`config.mk`:
```
export PLATFORM = sky130hd
export DESIGN_NAME = output_port_arbiter
export DESIGN_NICKNAME = d
export VERILOG_FILES = /design/src/rtl/output_port_arbiter.sv
export SDC_FILE = /design/constraint.sdc
export NUM_CORES = 1
export LEC_CHECK = 0
export CAP_MARGIN = 10
export CELL_PAD_IN_SITES_DETAIL_PLACEMENT = 1
export CELL_PAD_IN_SITES_GLOBAL_PLACEMENT = 1
export CORE_ASPECT_RATIO = 1.2
export CORE_MARGIN = 1.5
export CORE_UTILIZATION = 41
export CTS_CLUSTER_SIZE = 8
export DETAILED_ROUTE_END_ITERATION = 12
export PLACE_DENSITY_LB_ADDON = 0.1
export SETUP_SLACK_MARGIN = 0.05
export SLEW_MARGIN = 40
export SYNTH_ARGS = -nofsm -noshare
export SYNTH_HDL_FRONTEND = slang
export SYNTH_SLANG_ARGS = --single-unit
```
`constraint.sdc`:
```
create_clock -name clk -period 4.6 [get_ports clk]
set_input_delay 0.92 -clock clk [delete_from_list [all_inputs] [get_ports clk]]
set_output_delay 0.92 -clock clk [all_outputs]
set_load 0.02 [all_outputs]
```
`src/rtl/output_port_arbiter.sv`:
```
// Per-output-port arbiter: picks one requesting input channel (round-robin or
// fixed priority) and holds the grant until the packet's EOP beat is accepted
// or the optional watchdog expires.
module output_port_arbiter #(
  parameter int NUM_CH  = 5,
  parameter int RR_MODE = 1,
  parameter int TIMEOUT = 0,
  parameter int IDX_W   = $clog2(NUM_CH)
) (
  input  logic              clk,
  input  logic              rst,
  input  logic [NUM_CH-1:0] req,
  input  logic              eop,
  input  logic              ack,
  output logic [NUM_CH-1:0] gnt,
  output logic [NUM_CH-1:0] sel,
  output logic [IDX_W-1:0]  grant_idx,
  output logic              idle,
  output logic              timeout_err
);

  // Counter sized to hold TIMEOUT; a 1-bit stub keeps the code legal when disabled.
  localparam int CNT_W = (TIMEOUT > 0) ? $clog2(TIMEOUT + 1) : 1;

  typedef enum logic [1:0] {S_IDLE, S_XFER, S_WAIT_ACK} state_t;

  state_t            state, state_nxt;
  logic [NUM_CH-1:0] gnt_reg;
  logic [IDX_W-1:0]  idx_reg;
  logic [IDX_W-1:0]  last_idx;
  logic [CNT_W-1:0]  cnt;
  logic              terr_reg;

  logic [IDX_W-1:0]  win_idx;
  logic              win_vld;
  logic              pkt_end;
  logic              wd_fire;

  // Winner selection; loops run from the lowest priority to the highest so the
  // last match assigned is the winner.
  always_comb begin
    int c;
    c       = 0;
    win_idx = '0;
    win_vld = 1'b0;
    if (RR_MODE != 0) begin
      for (int i = NUM_CH; i >= 1; i--) begin
        c = (int'(last_idx) + i) % NUM_CH;
        if (req[c]) begin
          win_idx = IDX_W'(c);
          win_vld = 1'b1;
        end
      end
    end else begin
      for (int i = NUM_CH - 1; i >= 0; i--) begin
        if (req[i]) begin
          win_idx = IDX_W'(i);
          win_vld = 1'b1;
        end
      end
    end
  end

  // Packet end and watchdog expiry; a normal end in the expiry cycle wins.
  always_comb begin
    pkt_end = ((state == S_XFER) && eop && ack) || ((state == S_WAIT_ACK) && ack);
    wd_fire = (TIMEOUT > 0) && (state != S_IDLE) &&
              (cnt == CNT_W'(TIMEOUT - 1)) && !pkt_end;
  end

  // Next-state logic.
  always_comb begin
    state_nxt = state;
    case (state)
      S_IDLE:     if (win_vld) state_nxt = S_XFER;
      S_XFER:     if (eop && ack) state_nxt = S_IDLE;
                  else if (eop) state_nxt = S_WAIT_ACK;
      S_WAIT_ACK: if (ack) state_nxt = S_IDLE;
      default:    state_nxt = S_IDLE;
    endcase
    if (wd_fire) state_nxt = S_IDLE;
  end

  // State, grant capture, round-robin pointer and saturating watchdog counter.
  always_ff @(posedge clk) begin
    if (rst) begin
      state    <= S_IDLE;
      gnt_reg  <= '0;
      idx_reg  <= '0;
      last_idx <= IDX_W'(NUM_CH - 1);
      cnt      <= '0;
      terr_reg <= 1'b0;
    end else begin
      state    <= state_nxt;
      terr_reg <= wd_fire;
      if ((state == S_IDLE) && win_vld) begin
        gnt_reg  <= {{(NUM_CH-1){1'b0}}, 1'b1} << win_idx;
        idx_reg  <= win_idx;
        last_idx <= win_idx;
        cnt      <= '0;
      end else if ((state != S_IDLE) && (cnt != CNT_W'(TIMEOUT))) begin
        cnt <= cnt + 1'b1;
      end
    end
  end

  // Outputs are decoded from registered state and gated off while idle.
  always_comb begin
    idle        = (state == S_IDLE);
    gnt         = idle ? '0 : gnt_reg;
    sel         = gnt;
    grant_idx   = idle ? '0 : idx_reg;
    timeout_err = terr_reg;
  end

endmodule

```
* Word-level counts from Yosys, hierarchy flattened *
Index checks and enable logic that the tools add are counted.

operators by class
  $add $sub $neg = 5
  div/mod/pow operators = 5
  magnitude comparators = 5
  equality and inequality tests = 5
  shift-type cells = 1
  multiplexer cells = 32
  reduce and logical (&&, ||, !) cells = 4

operator list
  operator                                                                       number
  32-bit by 5-bit less-than comparator with 1-bit output, second input constant  5
  32-bit by 4-bit modulo with 32-bit output, second input constant               5
  3-bit 2-to-1 mux                                                               6
  1-bit binary-select mux with 3-bit select                                      5
  1-bit 2-to-1 mux                                                               15
  3-bit by 2-bit adder with 4-bit output, second input constant                  2
  3-bit by 3-bit adder with 4-bit output, second input constant                  2
  2-bit 2-to-1 mux                                                               4
  2-bit one-hot mux with 3 select lines                                          1
  5-bit 2-to-1 mux                                                               1
  1-bit by 3-bit left shift with 5-bit output, first input constant              1
  3-bit by 1-bit adder with 4-bit output, second input constant                  1
  3-bit by 2-bit != test with 1-bit output, second input constant                1
  3-bit AND reduction                                                            1
  2-bit by 1-bit == test with 1-bit output, second input constant                1
  2-bit == test, second input constant                                           1
  1-bit logical AND                                                              2
  2-bit logical NOT                                                              1
  2-bit by 1-bit != test with 1-bit output, second input constant                1
  2-bit != test, second input constant                                           1

storage, ports and cells
  register bits after elaboration = 13
  bits of input ports = 9
  output and inout port bits = 15
  logic and storage cells = 61

* Longest topological paths before layout *
Gate-level depths: netlist of run 1.

  depth after elaboration = 12
  depth in mapped cells = 22
  gate-level depth less buffers = 18

* Worst setup path after synthesis of run 1 *
OpenSTA, ideal clock, no wires.

  kind = register to register
  start point = reg, netlist name idx_reg[0]
  end point = reg gnt_reg[1]
  library setup time = 60 ps
  arrival time = 4471 ps
  required time = 4540 ps
  slack = 69 ps
  stages on the path, launching flop included = 22
  buffers on the path = 4
  clock period less this slack = 4531 ps
  path through = dfxtp_1 > buf_6 > buf_12 > buf_4 > inv_1 > ha_1 > clkbuf_8 > clkinv_1 > ha_1 > nor2_1 > a21oi_1 > xnor2_1 > ha_1 > nand2b_1 > a21oi_1 > a31oi_4 > xnor2_2 > mux2_2 > a31o_1 > o211ai_1 > o21a_2 > a32o_1

RTL lines
  item                  line  source
  end signal, assigned  97    gnt_reg <= {{(NUM_CH-1){1'b0}}, 1'b1} << win_idx;
  end, declared         28    logic [NUM_CH-1:0] gnt_reg;

==> impl_metrics.json, run 1 <==
{
  "port_buffers": 22,
  "wirelength_um": 8100,
  "crit_required_ns": 4.74,
  "rr_worst_depth": 16,
  "post_dp_cell_area_um2": 3000,
  "use_met3": 0.0185,
  "crit_fanout": 14,
  "clock_sinks": 11,
  "slew_headroom": 0.536,
  "ys_seq_area_frac": 0.0796,
  "busiest_layer": "met2",
  "setup-violations-final": 0,
  "drt-wirelength-per-cell_um": 18.9,
  "cts_setup_buffers": 0,
  "die_y_um": 93,
  "synthMuxAreaShare": 0.0782,
  "rr_startpoint": "idx_reg[1]",
  "synth_warnings": 0,
  "final_nets": 380,
  "synth_edf_count": 0,
  "status": "completed",
  "cts_buffer_depth": 2,
  "tns_ns": 0,
  "hold_viol_final": 0,
  "postLayoutCoreUtil": 0.475,
  "grt_pass1_vias": 2753,
  "postCtsHoldBufs": 0,
  "yosys.area_share.simple": 0.212,
  "finalCritPeriodShare": 0.922,
  "synthCells": 327,
  "endpoint_kind": "flip-flop",
  "yosys_register_bits": 11,
  "critPathLaunchType": "flip-flop",
  "antenna_found_initial": 0,
  "num_rows": 32,
  "drc": 0,
  "synth_cell_types": 94,
  "clock_latency_ns": 0.24,
  "core_area_um2": 6490,
  "rrSetupSlack_ns": 0.36,
  "postLayoutCellArea_um2": 3080,
  "area_growth_pct": 11.3,
  "tritoncts": "done",
  "finClkSkew_ns": 0.00278,
  "grt_max_degree": 32,
  "synth-main-ff-cell": "dfxtp_1",
  "die_w_um": 78,
  "syn_nets": 362,
  "maxSlewViolCount": 0,
  "grt_pass1_wl_um": 13500,
  "die_area_um2": 7250,
  "clk_pin_slew_ns": 0.05,
  "hold_path.class": "flip-flop to flip-flop",
  "syn-mean-instance-area_um2": 8.46,
  "cts_buffers": 3,
  "cts.htree.levels": 1,
  "ant_nets": 0,
  "synth_top_family_by_area": "compound AO/OA/AOI/OAI gates",
  "final_common_cell": "ha_1",
  "clockRootBuffer": "clkbuf_8",
  "min_period_ns": 4.24,
  "maxCapViolations": 0,
  "r2r-end": "gnt_reg[1]",
  "synth_top_area_frac": 0.118,
  "vias": 2578,
  "hpwl_um": 6320,
  "initial_core_util": 0.427,
  "grt_use_met1": 0.282,
  "overflow": 0,
  "async_flop_share": 0,
  "yosys.area_share.adder": 0.118,
  "synth_compound_area_frac": 0.364,
  "dr.first_iter.drc_count": 61,
  "cp-startpoint": "idx_reg[1]",
  "rsz0062_at_grt": "false",
  "ys_top_cells_by_area": "ha_1 (12%), dfxtp_1 (8.0%), mux2_2 (3.7%)",
  "place_congestion": 0.847,
  "critPathArrivalTime_ns": 4.38,
  "yosys.area.top_type": "ha_1",
  "met2_usage": 0.440,
  "synth.cell_area_um2": 2770,
  "final_cell_mix": "ha_1 (25), clkdlybuf4s50_1 (22), inv_1 (20), nor2_1 (17), nand2_1 (17)",
  "grt.total_usage": 0.234,
  "vias_per_cell": 6.01,
  "diodes": 0,
  "synth_xor_area_frac": 0.0429,
  "drive_gt1_frac": 0.221,
  "ioPinCount": 24,
  "tightest_slew_ns": 0.694,
  "largest_reg_flops": 5,
  "endpoint": "gnt_reg[1]",
  "max_freq_mhz": 236,
  "post_cts_resized": 0,
  "criticalPathCategory": "flip-flop to flip-flop",
  "firstDrtPassIters": 4
}
==> how the worst min path moves through the flow <==
stage | from | to | cells past startpoint
finish | idx_reg[2] | idx_reg[2] | 2
CTS | idx_reg[2] | idx_reg[2] | 2
floorplan | state[1] | state[0] | 1
global route | state[1] | state[0] | 1
detailed placement | gnt_reg[1] | gnt_reg[1] | 1
global placement | gnt_reg[1] | gnt_reg[1] | 1
==> worst max-delay path: stages (launching register included) <==
cell      delay (ns)
dfxtp_1         0.31
buf_4           0.18
ha_1            0.26
xor2_4          0.19
ha_1            0.26
or4b_1          0.50
nand3_2         0.11
xnor2_2         0.17
ha_1            0.34
nor2_1          0.14
a21oi_1         0.07
nor3b_1         0.17
a311oi_2        0.40
nor3b_2         0.34
a31oi_4         0.22
and2_4          0.23
a32o_1          0.24
==> area by class of cell <==
class	instances	area, um2
clock buffers	4	45.0
repair buffers	36	325
flip-flops and latches	11	221
inverters	25	93.8
well taps	85	106
fillers	801	3400
multi-input cells	268	2290
==> per-layer routing <==
metal | vias to the layer above | wire [um]
li1 | 1274 | -
met1 | 1256 | 3530
met2 | 33 | 4250
met3 | 15 | 163
met4 | 0 | 161
met5 | - | 0
==> logic make-up (layout without fill, tap and decap cells) <==
family,count (synthesis),count (layout)
other,1,1
muxes,18,18
adders and majority gates,26,26
buffers and inverters,48,65
DFF,11,11
AOI/OAI and AO/OA,118,118
and+or+nand+nor,97,97
xor gates and xnor gates,8,8
==> metrics by stage <==
| stage | cells | hold slack [ns] | setup WS, ns |
|---|---|---|---|
| floorplan | 327 | 0.432 | 0.0685 |
| global placement | 425 | 0.454 | 0.143 |
| detailed placement | 425 | 0.461 | 0.135 |
| CTS | 429 | 0.475 | 0.0977 |
| global route | 429 | 0.493 | 0.0783 |
| finish | 429 | 0.471 | 0.359 |
==> synthesized netlist by cell type, types with 3 or more instances <==
library cell	number
xnor2_2	3
buf_4	9
dfxtp_1	11
xnor2_1	3
o21ai_0	16
nor2_1	17
o21a_1	5
a21o_1	6
nand2b_1	11
and2_1	3
clkbuf_1	3
buf_6	6
mux2_2	9
a21oi_2	5
o211ai_1	11
and4_1	3
o31ai_1	3
buf_2	3
a21oi_1	15
mux2i_1	7
nor3b_1	4
nand4b_1	3
nor2b_1	7
ha_1	26
a2bb2oi_1	3
nand3_1	9
inv_2	3
inv_1	20
nand2_1	17
Power of run 1 is left out: the tool's default activity adds up to more than one toggle a clock period on the data nets, which glitch-free logic cannot reach.
==> run 2, diff against run 1 <==
CORE_MARGIN = 2   (was 1.5)
==> impl_metrics.json, run 2 (synthesis gave the netlist of run 1 again) <==
{
  "clockRootBuffer": "clkbuf_8",
  "clock_sinks": 11,
  "rsz0062_at_grt": "false",
  "wirelength_um": 8350,
  "postCtsHoldBufs": 0,
  "post_cts_resized": 0,
  "cpPeakStageDelay_ns": 0.50,
  "final_nets": 379,
  "critPathLaunchType": "flip-flop",
  "setup-violations-final": 0,
  "hold_path.class": "flip-flop to flip-flop",
  "maxSlewViolCount": 0,
  "core_area_um2": 6490,
  "final_common_cell": "ha_1",
  "overflow": 0,
  "vias": 2594,
  "status": "completed",
  "crit_required_ns": 4.74,
  "num_rows": 32,
  "die_y_um": 94,
  "crit_family": "simple AND/OR/NAND/NOR gates",
  "grt_pass1_wl_um": 13800,
  "firstDrtPassIters": 4,
  "cpMostUsedCell": "ha_1",
  "grt.total_usage": 0.233,
  "worstPathCellList": "inv_1 -> ha_1 -> buf_4 -> ha_1 -> or4b_4 -> nand3_2 -> xnor2_2 -> ha_1 -> nor2_1 -> a21oi_1 -> and4_1 -> a311oi_1 -> buf_4 -> nor3b_4 -> a31oi_4 -> and2_4 -> a32o_1",
  "cpMaxStageDelayCell": "or4b_4",
  "cts_buffers": 3,
  "tritoncts": "done",
  "grt_pass1_vias": 2657,
  "cts.htree.levels": 1,
  "final_cell_mix": "ha_1 (25), clkdlybuf4s50_1 (22), inv_1 (20), nor2_1 (17), nand2_1 (17)",
  "ioPinCount": 24,
  "diodes": 0,
  "finalCritPeriodShare": 0.923,
  "clk_pin_slew_ns": 0.05,
  "hpwl_um": 6610,
  "port_buffers": 22,
  "criticalPathCategory": "flip-flop to flip-flop",
  "area_growth_pct": 10.5,
  "slew_headroom": 0.558,
  "hold_viol_final": 0,
  "max_freq_mhz": 235,
  "clock_latency_ns": 0.25,
  "critPathArrivalTime_ns": 4.38,
  "grt_use_met1": 0.291,
  "ant_nets": 0,
  "crit_buf_inv": 3,
  "min_period_ns": 4.25,
  "die_area_um2": 7430,
  "tightest_slew_ns": 0.661,
  "maxCapViolations": 0,
  "vias_per_cell": 6.06,
  "finClkSkew_ns": 0.00383,
  "met2_usage": 0.435,
  "tns_ns": 0,
  "largest_reg_flops": 5,
  "cts_setup_buffers": 0,
  "cts_buffer_depth": 2,
  "busiest_layer": "met2",
  "drt-wirelength-per-cell_um": 19.5,
  "grt_max_degree": 32,
  "place_congestion": 0.835,
  "endpoint_kind": "flip-flop",
  "antenna_found_initial": 0,
  "dr.first_iter.drc_count": 103,
  "use_met3": 0.0154,
  "crit_fanout": 13,
  "initial_core_util": 0.427,
  "die_w_um": 79,
  "drive_gt1_frac": 0.210,
  "drc": 0
}
run 2: final cells by class:
type	instances	area, um2
Tap cell	85	106
Inverter	25	93.8
Timing Repair Buffer	35	318
Sequential cell	11	220
Multi-Input combinational cell	268	2270
Clock buffer	4	45.0
Fill cell	809	3430
run 2: path summary, 6_finish.rpt:
| check | from | end | slack [ns] | cells past startpoint |
|---|---|---|---|---|
| setup / recovery | idx_reg[0] | gnt_reg[1] | 0.35 | 17 |
| hold / removal | gnt_reg[1] | gnt_reg[1] | 0.46 | 1 |
| setup reg to reg | idx_reg[0] | gnt_reg[1] | 0.35 | 17 |
| hold reg to reg | gnt_reg[1] | gnt_reg[1] | 0.46 | 1 |
run 2: through the flow:
stage	util	setup WS [ns]	hold WS (ns)	instances	cell area, um2
6_report	0.471	0.353	0.464	428	3060
5_1_grt	0.471	0.0379	0.506	428	3060
4_1_cts	0.469	0.290	0.471	428	3040
3_5_place_dp	0.462	0.336	0.456	424	3000
3_3_place_gp	0.462	0.338	0.443	424	3000
2_1_floorplan	-	0.0685	0.432	327	2770
run 2: routing by layer:
layer / vias to the layer above / part of all wire
li1: 1264 / -
met1: 1279 / 0.45
met2: 43 / 0.51
met3: 8 / 0.022
met4: 0 / 0.015
met5: - / 0
run 2: worst register-to-register path: stages, from the launching register on:
cell and delay [ns]:
dfxtp_1 0.36, inv_1 0.07, ha_1 0.34, buf_4 0.20, ha_1 0.27, or4b_4 0.50
nand3_2 0.11, xnor2_2 0.18, ha_1 0.33, nor2_1 0.12, a21oi_1 0.06, and4_1 0.22
a311oi_1 0.24, buf_4 0.19, nor3b_4 0.28, a31oi_4 0.22, and2_4 0.23, a32o_1 0.24
Power of run 2 is left out for the same reason.
==> run 3, diff against run 2 <==
CORE_MARGIN = not set   (was 2)
REMOVE_ABC_BUFFERS = 1   (was not set)
==> impl_metrics.json, run 3 (synthesis gave the netlist of run 1 again) <==
{
  "use_met3": 0.0179,
  "die_w_um": 77,
  "multi_input_area_um2": 2300,
  "grt_use_met1": 0.303,
  "ant_nets": 0,
  "worstPathCellList": "buf_4 -> ha_1 -> xor2_4 -> ha_1 -> or4b_4 -> nand3_2 -> xnor2_2 -> ha_1 -> nor2_1 -> a21oi_1 -> and4_1 -> a311oi_4 -> nor3b_4 -> a31oi_4 -> and2_4 -> a32o_1",
  "clock_latency_ns": 0.25,
  "cpMostUsedCell": "ha_1",
  "finClkSkew_ns": 0.00340,
  "core_area_um2": 6490,
  "final_common_cell": "ha_1",
  "rr_startpoint": "idx_reg[1]",
  "whs_ns": 0.465,
  "r2r-end": "gnt_reg[1]",
  "place_congestion": 0.819,
  "postCtsHoldBufs": 0,
  "place_inst": 424,
  "crit_fanout": 14,
  "critPathLaunchType": "flip-flop",
  "cpMaxStageDelayCell": "or4b_4",
  "overflow": 0,
  "tritoncts": "done",
  "setup-violations-final": 0,
  "antenna_found_initial": 0,
  "drt-wirelength-per-cell_um": 19.3,
  "vias_per_cell": 6.05,
  "ioPinCount": 24,
  "cp-startpoint": "idx_reg[1]",
  "min_period_ns": 4.29,
  "tightest_slew_ns": 0.676,
  "largest_reg_flops": 5,
  "cts_buffers": 3,
  "num_rows": 32,
  "wirelength_um": 8240,
  "grt_pass1_wl_um": 13800,
  "crit_required_ns": 4.74,
  "grt_max_degree": 32,
  "initial_core_util": 0.427,
  "grt.total_usage": 0.244,
  "rrSetupSlack_ns": 0.31,
  "port_buffers": 22,
  "status": "completed",
  "clockRootBuffer": "clkbuf_8",
  "fillerInstances": 796,
  "final_nets": 379,
  "area_growth_pct": 11.6,
  "clock_sinks": 11,
  "cts_setup_buffers": 0,
  "die_y_um": 92,
  "fin_cells": 428,
  "vias": 2591,
  "hpwl_um": 6590,
  "endpoint": "gnt_reg[1]",
  "busiest_layer": "met2",
  "dr.first_iter.drc_count": 130,
  "criticalPathCategory": "flip-flop to flip-flop",
  "drive_gt1_frac": 0.222,
  "maxSlewViolCount": 0,
  "cpPeakStageDelay_ns": 0.50,
  "cts_buffer_depth": 2,
  "cts.htree.levels": 1,
  "met2_usage": 0.439,
  "maxCapViolations": 0,
  "postLayoutCoreUtil": 0.476,
  "regArea_um2": 221,
  "rsz0062_at_grt": "false",
  "firstDrtPassIters": 4,
  "max_freq_mhz": 233,
  "clk_pin_slew_ns": 0.05,
  "diodes": 0,
  "hold_viol_final": 0,
  "slew_headroom": 0.548,
  "drc": 0,
  "final_cell_mix": "ha_1 (25), clkdlybuf4s50_1 (22), inv_1 (20), nor2_1 (17), nand2_1 (17)",
  "finalCritPeriodShare": 0.933,
  "endpoint_kind": "flip-flop",
  "hold_path.class": "flip-flop to flip-flop",
  "die_area_um2": 7080,
  "grt_pass1_vias": 2690,
  "rr_worst_depth": 16,
  "critPathArrivalTime_ns": 4.43
}
==> run 3: cell counts in the layout (fill, tap and decap cells not counted) <==
Identical to the previous run, type by type.
==> run 3: critical path: cells and delay by family, from the launching register on <==
| kind | cells | cell delay (ns) |
|---|---|---|
| AND/OR/NAND/NOR | 6 | 1.52 |
| buffers and inverters | 1 | 0.22 |
| XOR/XNOR | 2 | 0.30 |
| flip-flops | 1 | 0.34 |
| AO/OA/AOI/OAI | 4 | 0.89 |
| adder cells (fa/ha/maj) | 3 | 0.89 |
==> run 3: cell type report <==
class / instances / area share
multi-input cells: 268 / 0.746
repair buffers: 35 / 0.103
clock buffers: 4 / 0.0146
well taps: 85 / 0.0344
flip-flops and latches: 11 / 0.0717
inverters: 25 / 0.0304
==> run 3: how the worst min path moves through the flow <==
stage	startpoint	to	slack (ns)	cells after the start
finish	gnt_reg[1]	gnt_reg[1]	0.46	1
floorplan	state[1]	state[0]	0.43	1
CTS	state[1]	state[0]	0.47	1
global placement	state[1]	state[0]	0.44	1
global route	idx_reg[2]	idx_reg[2]	0.50	2
detailed placement	state[1]	state[0]	0.46	1
==> run 3: what timing repair did <==
item,4_1_cts,5_1_grt
gates resized for setup,0,8
endpoints found under the hold margin,0,0
endpoints found under the setup margin,0,9
==> run 3: metal layers <==
layer / vias to the layer above / share of wire
met1: 1264 / 0.44
met3: 15 / 0.031
met4: 0 / 0.025
li1: 1262 / -
met5: - / 0
met2: 50 / 0.50
==> run 3: metrics by stage <==
| stage | TNS [ns] | worst slack, ns | instance area, um2 |
|---|---|---|---|
| floorplan | -2.28 | -0.302 | 2570 |
| global placement | 0 | 0.187 | 3000 |
| detailed placement | 0 | 0.140 | 3000 |
| CTS | 0 | 0.109 | 3040 |
| global route | 0 | 0.0740 | 3090 |
| finish | 0 | 0.307 | 3090 |
Power of run 3 is left out for the same reason.
